<file path="config.mk">
export PLATFORM = sky130hd
export DESIGN_NAME = fft_bfly_sequencer
export DESIGN_NICKNAME = d
export VERILOG_FILES = /design/src/rtl/fft_pkg.sv /design/src/rtl/fft_bfly_addr_calc.sv /design/src/rtl/fft_bfly_sequencer.sv
export SDC_FILE = /design/constraint.sdc
export NUM_CORES = 1
export LEC_CHECK = 0
export CORE_MARGIN = 4
export CORE_UTILIZATION = 48
export CTS_BUF_LIST = sky130_fd_sc_hd__clkbuf_8
export DETAILED_ROUTE_END_ITERATION = 8
export PLACE_DENSITY = 0.77
export RECOVER_POWER = 50
export SLEW_MARGIN = 20
export SYNTH_ARGS = -nofsm -noshare
export SYNTH_HDL_FRONTEND = slang
export SYNTH_HIERARCHICAL = 1
export SYNTH_SLANG_ARGS = --single-unit
</file>
<file path="constraint.sdc">
create_clock -name clk -period 2.57 [get_ports clk]
set_clock_uncertainty 0.2 [all_clocks]
set_input_delay 0.3855 -clock clk [delete_from_list [all_inputs] [get_ports clk]]
set_output_delay 0.3855 -clock clk [all_outputs]
set_load 0.03 [all_outputs]
</file>
<file path="src/rtl/fft_pkg.sv">
// Shared types and sizing helpers for the radix-2 DIT FFT butterfly sequencer.
// Default sizing constants describe the 16-point build.
package fft_pkg;

  typedef enum logic [1:0] {
    IDLE = 2'd0,
    RUN  = 2'd1,
    GAP  = 2'd2,
    DONE = 2'd3
  } fft_state_t;

  // Bits needed to index n distinct values, never less than one.
  function automatic int bit_width(input int n);
    return (n <= 1) ? 1 : $clog2(n);
  endfunction

  localparam int FFT_POINTS_DEF = 16;
  localparam int LOG2_N         = $clog2(FFT_POINTS_DEF);
  localparam int STAGE_W        = bit_width(LOG2_N);

endpackage

</file>
<file path="src/rtl/fft_bfly_addr_calc.sv">
// Combinational butterfly address and twiddle-index generator for stage s, butterfly b.
// Zero latency; the parent registers the results.
module fft_bfly_addr_calc
  import fft_pkg::*;
#(
  parameter int FFT_POINTS = 16
) (
  input  logic [bit_width($clog2(FFT_POINTS))-1:0] i_s,
  input  logic [$clog2(FFT_POINTS)-2:0]            i_b,
  output logic [$clog2(FFT_POINTS)-1:0]            o_addr_a,
  output logic [$clog2(FFT_POINTS)-1:0]            o_addr_b,
  output logic [$clog2(FFT_POINTS)-1:0]            o_twiddle_idx
);

  localparam int L2N = $clog2(FFT_POINTS);
  localparam int SW  = bit_width(L2N);
  localparam logic [SW-1:0] TOP_S = SW'(L2N - 1);

  logic [L2N-1:0] w_b;
  logic [L2N-1:0] w_half;
  logic [L2N-1:0] w_pos;
  logic [L2N-1:0] w_grp;
  logic [SW-1:0]  w_tw_sh;

  assign w_b     = {1'b0, i_b};
  assign w_half  = L2N'(1) << i_s;
  assign w_pos   = w_b & (w_half - L2N'(1));
  assign w_grp   = w_b >> i_s;
  assign w_tw_sh = TOP_S - i_s;

  // Each group spans 2*half points; the pair is split by half.
  assign o_addr_a      = ((w_grp << i_s) << 1) | w_pos;
  assign o_addr_b      = o_addr_a + w_half;
  assign o_twiddle_idx = w_pos << w_tw_sh;

endmodule

</file>
<file path="src/rtl/fft_bfly_sequencer.sv">
// Walks all stages/butterflies of an in-place radix-2 DIT FFT, one descriptor per handshake.
// First descriptor one cycle after start; descriptor holds while out_ready is low; idle gap between stages.
module fft_bfly_sequencer
  import fft_pkg::*;
#(
  parameter int FFT_POINTS = 16,
  parameter int STAGE_GAP  = 2
) (
  input  logic                                     clk,
  input  logic                                     rst,
  input  logic                                     start,
  output logic                                     out_valid,
  input  logic                                     out_ready,
  output logic [$clog2(FFT_POINTS)-1:0]            addr_a,
  output logic [$clog2(FFT_POINTS)-1:0]            addr_b,
  output logic [$clog2(FFT_POINTS)-1:0]            twiddle_idx,
  output logic [bit_width($clog2(FFT_POINTS))-1:0] stage,
  output logic                                     last,
  output logic                                     busy,
  output logic                                     done
);

  localparam int L2N = $clog2(FFT_POINTS);
  localparam int SW  = bit_width(L2N);
  localparam int BW  = L2N - 1;
  localparam int GW  = bit_width(STAGE_GAP);
  localparam logic [SW-1:0] LAST_S   = SW'(L2N - 1);
  localparam logic [BW-1:0] LAST_B   = BW'(FFT_POINTS / 2 - 1);
  localparam logic [GW-1:0] GAP_LOAD = GW'((STAGE_GAP > 0) ? STAGE_GAP - 1 : 0);

  fft_state_t     r_state;
  fft_state_t     w_nxt_state;
  logic [SW-1:0]  r_s;
  logic [SW-1:0]  w_nxt_s;
  logic [BW-1:0]  r_b;
  logic [BW-1:0]  w_nxt_b;
  logic [GW-1:0]  r_gap;
  logic [GW-1:0]  w_nxt_gap;
  logic           w_hs;

  logic           r_valid;
  logic           r_last;
  logic           r_busy;
  logic           r_done;
  logic [L2N-1:0] r_addr_a;
  logic [L2N-1:0] r_addr_b;
  logic [L2N-1:0] r_tw;
  logic [L2N-1:0] w_addr_a;
  logic [L2N-1:0] w_addr_b;
  logic [L2N-1:0] w_tw;

  assign w_hs = r_valid & out_ready;

  always_comb begin
    w_nxt_state = r_state;
    w_nxt_s     = r_s;
    w_nxt_b     = r_b;
    w_nxt_gap   = r_gap;
    unique case (r_state)
      IDLE: begin
        if (start) begin
          w_nxt_state = RUN;
          w_nxt_s     = '0;
          w_nxt_b     = '0;
        end
      end
      RUN: begin
        if (w_hs) begin
          if (r_b != LAST_B) begin
            w_nxt_b = r_b + BW'(1);
          end else if (r_s != LAST_S) begin
            w_nxt_b = '0;
            w_nxt_s = r_s + SW'(1);
            if (STAGE_GAP > 0) begin
              w_nxt_state = GAP;
              w_nxt_gap   = GAP_LOAD;
            end
          end else begin
            w_nxt_state = DONE;
          end
        end
      end
      GAP: begin
        if (r_gap == '0) begin
          w_nxt_state = RUN;
        end else begin
          w_nxt_gap = r_gap - GW'(1);
        end
      end
      DONE:    w_nxt_state = IDLE;
      default: w_nxt_state = IDLE;
    endcase
  end

  // Addresses follow the next descriptor so they land in the same cycle as out_valid.
  fft_bfly_addr_calc #(
    .FFT_POINTS(FFT_POINTS)
  ) u_addr_calc (
    .i_s          (w_nxt_s),
    .i_b          (w_nxt_b),
    .o_addr_a     (w_addr_a),
    .o_addr_b     (w_addr_b),
    .o_twiddle_idx(w_tw)
  );

  always_ff @(posedge clk or posedge rst) begin
    if (rst) begin
      r_state  <= IDLE;
      r_s      <= '0;
      r_b      <= '0;
      r_gap    <= '0;
      r_valid  <= 1'b0;
      r_last   <= 1'b0;
      r_busy   <= 1'b0;
      r_done   <= 1'b0;
      r_addr_a <= '0;
      r_addr_b <= '0;
      r_tw     <= '0;
    end else begin
      r_state  <= w_nxt_state;
      r_s      <= w_nxt_s;
      r_b      <= w_nxt_b;
      r_gap    <= w_nxt_gap;
      r_valid  <= (w_nxt_state == RUN);
      r_last   <= (w_nxt_state == RUN) && (w_nxt_s == LAST_S) && (w_nxt_b == LAST_B);
      r_busy   <= (w_nxt_state == RUN) || (w_nxt_state == GAP);
      r_done   <= (w_nxt_state == DONE);
      r_addr_a <= w_addr_a;
      r_addr_b <= w_addr_b;
      r_tw     <= w_tw;
    end
  end

  assign out_valid   = r_valid;
  assign addr_a      = r_addr_a;
  assign addr_b      = r_addr_b;
  assign twiddle_idx = r_tw;
  assign stage       = r_s;
  assign last        = r_last;
  assign busy        = r_busy;
  assign done        = r_done;

endmodule
</file>
==> flow_summary.json <==
{
  "status": "complete, no violations",
  "synth_area_um2": 1230,
  "met2_length_mm": 1.21,
  "drv_cap": 0,
  "synth_cell_types": 42,
  "cts_buffer_depth": 2,
  "worstPathArrival_ns": 2.40,
  "track_usage_pct": 16.8,
  "synth_top_cell_by_area": "dfrtp_1",
  "dieHeight_um": 58.7,
  "diodes": 0,
  "wl_per_cell_um": 13.7,
  "postSynthCellCount": 108,
  "synth_ff_type": "dfrtp_1",
  "worst_slack_ns": 0.119,
  "ant_nets": 0,
  "power_uw": 1750,
  "final_layout_size_suffix_gt1_share_pct": 28.7,
  "insertion_delay_ns": 0.26,
  "io_pins": 22,
  "period_needed_ns": 2.45,
  "globalRoute.totalOverflow": 0,
  "final_common_cell": "dfrtp_1",
  "multi_input_area_um2": 618,
  "seq_area_um2": 602,
  "layout.cells.non_filler": 180,
  "cp-start-kind": "flip-flop",
  "fin_nets": 163,
  "holdPathStages": 2,
  "hold_path.class": "reg2reg",
  "cpPeakStageDelay_ns": 0.42,
  "crit_top_cell": "ha_4",
  "first_global_vias": 979,
  "syn_area_per_cell_um2": 11.4,
  "end_kind": "flip-flop",
  "relSlewSlack_pct": 19.9,
  "timing.fmax_ghz": 0.408,
  "synth_area_leaders": "dfrtp_1 49%, ha_1 7.1%, buf_6 3.7%",
  "cp_num_cells": 9,
  "dpl_worst_slack_ns": -0.257,
  "grt_max_degree": 25,
  "dr.pass1.iters": 4,
  "worst_path_max_delay_cell": "dfrtp_1",
  "synth-compound-area-share_pct": 12.1,
  "drtIter0Drc": 35,
  "slew_violations": 0,
  "clkTransAtPathRegs_ns": 0.08,
  "hpwl_mm": 1.75,
  "num_vias": 937,
  "wl_met3_um": 98,
  "viasPerCell": 5.21,
  "cts_root_buf": "clkbuf_8",
  "synthXorXnorAreaFrac_pct": 1.42,
  "std_cell_rows": 18,
  "core_um2": 2450,
  "synth_top_family_by_area": "simple AND/OR/NAND/NOR gates",
  "timing.reg2reg.setup_slack_ns": 0.12,
  "mostFrequentLayoutCells": "23 x dfrtp_1, 20 x buf_4, 18 x clkdlybuf4s50_1, 7 x nand3_1, 7 x inv_1",
  "post-route-drc-count": 0,
  "leakagePower_uw": 0.000807,
  "antenna_found_initial": 0,
  "place_congestion": 0.832,
  "h-tree-depth": 1,
  "start_util_pct": 50.3,
  "peakVddDrop_v": 0.000974,
  "cts_tree": "built",
  "crit_buf_inv": 1,
  "ys_async_sr_fraction_pct": 100,
  "ys_ff_latch": 24,
  "highest_layer": "met4",
  "finalHoldViolCount": 0,
  "path_cells": "ha_4, ha_4, buf_4, a31oi_1, o22a_2, nor2_1, a22o_4, fa_2, xor2_1",
  "crit_family": "adder cells",
  "dieArea_um2": 3450,
  "io_buffers": 21,
  "dp_cells": 173,
  "cts_hold_buf": 0,
  "flow.area_growth_from_synthesis_pct": 38.5,
  "path_max_fanout": 7,
  "cts.sinks": 24,
  "synth-simple-area-share_pct": 19.6,
  "die_x_um": 58.7,
  "setup_violations": 0,
  "nFillCells": 182,
  "synth_mux_area_share_pct": 2.43,
  "r2r_cells": 9,
  "p_per_area_nw_per_um2": 1020,
  "path_class": "reg2reg",
  "synth-edff-count": 0,
  "wl_met1_mm": 1.08,
  "cts_made_buffers": 3,
  "grt_pass1_wl_mm": 4.37,
  "synthAdderAreaFrac_pct": 8.72,
  "ys_warn_count": 6,
  "seq_area_frac_synth_pct": 48.7,
  "cp.required_ns": 2.52,
  "worstMarginPinSlew_ns": 1.20,
  "finalCritPeriodShare_pct": 95.4,
  "wirelength_mm": 2.47,
  "synth_top_area_share_pct": 48.7
}
metal layers:
metal / up-vias / track usage, %
li1: 452 / -
met1: 448 / 23.0
met2: 29 / 26.3
met3: 8 / 2.63
met4: 0 / 7.77
met5: - / 0
metrics by stage:
step / TNS [ns] / instance area, µm² / util, % / hold WS (ns)
final: 0 / 1710 / 69.6 / 0.340
after global routing: -0.00212 / 1710 / 69.6 / 0.411
after CTS: 0 / 1680 / 68.5 / 0.274
after detailed placement: -0.655 / 1580 / 64.4 / 0.325
after global placement: -0.595 / 1580 / 64.4 / 0.318
after floorplan: 0 / 1250 / - / 0.200
what timing repair did:
action	4_1_cts	5_1_grt
buffers inserted	2	1
resized for setup	7	7
setup endpoints to repair	2	3
pin swaps	4	2
synthesized netlist by cell type, types with 2 or more instances:
cell type   n
dfrtp_1    24
ha_1        7
inv_1       7
nand3_1     7
a21oi_1     5
nand2_1     5
buf_6       4
and2_1      3
mux2i_1     3
nand2b_1    3
nor2b_1     3
o21ai_0     3
a211oi_1    2
nor2_1      2
or2_2       2
xor2_1      2
power breakdown:
part,total [µW],internal [µW],switching (µW)
Combinational,936,460,476
Clock,243,136,106
Sequential,566,481,85.1
worst paths after layout:
kind / start / to
min in group asynchronous: rst / stage[1]
max in group asynchronous: rst / r_state[0]
hold / removal: r_gap / r_gap
setup reg to reg: r_b[0] / addr_b[2]
setup / recovery: r_b[0] / addr_b[2]
hold reg to reg: r_gap / r_gap
cell families after synthesis:
logic type,count (synthesis)
compound gates,21
xor+xnor,2
fa+ha+maj,8
buf+inv,13
flops,24
mux,3
other cells,1
simple gates,36
area by class of cell:
type                            count  share of cell area [%]
Timing Repair Buffer               43                    21.7
Clock buffer                        4                    3.22
Sequential cell                    24                    35.2
Multi-Input combinational cell     72                    36.2
Tap cell                           30                    2.20
Inverter                            7                    1.54
worst reg2reg max path: cells and delay by family (launching register included):
family	cells	cell delay, ns
AND/OR/NAND/NOR	1	0.09
XOR/XNOR	1	0.16
adder cells (fa/ha/maj)	3	0.70
AO/OA/AOI/OAI	3	0.61
flip-flops	1	0.42
buffers and inverters	1	0.14
state kept, by name, summed over array words and instances, names as in the netlist:
name	count
addr_a	4
addr_b	4
twiddle_idx	4
r_b	3
r_state	2
stage	2
busy	1
done	1
last	1
out_valid	1
r_gap	1
Power figures use the tool's default switching activity.
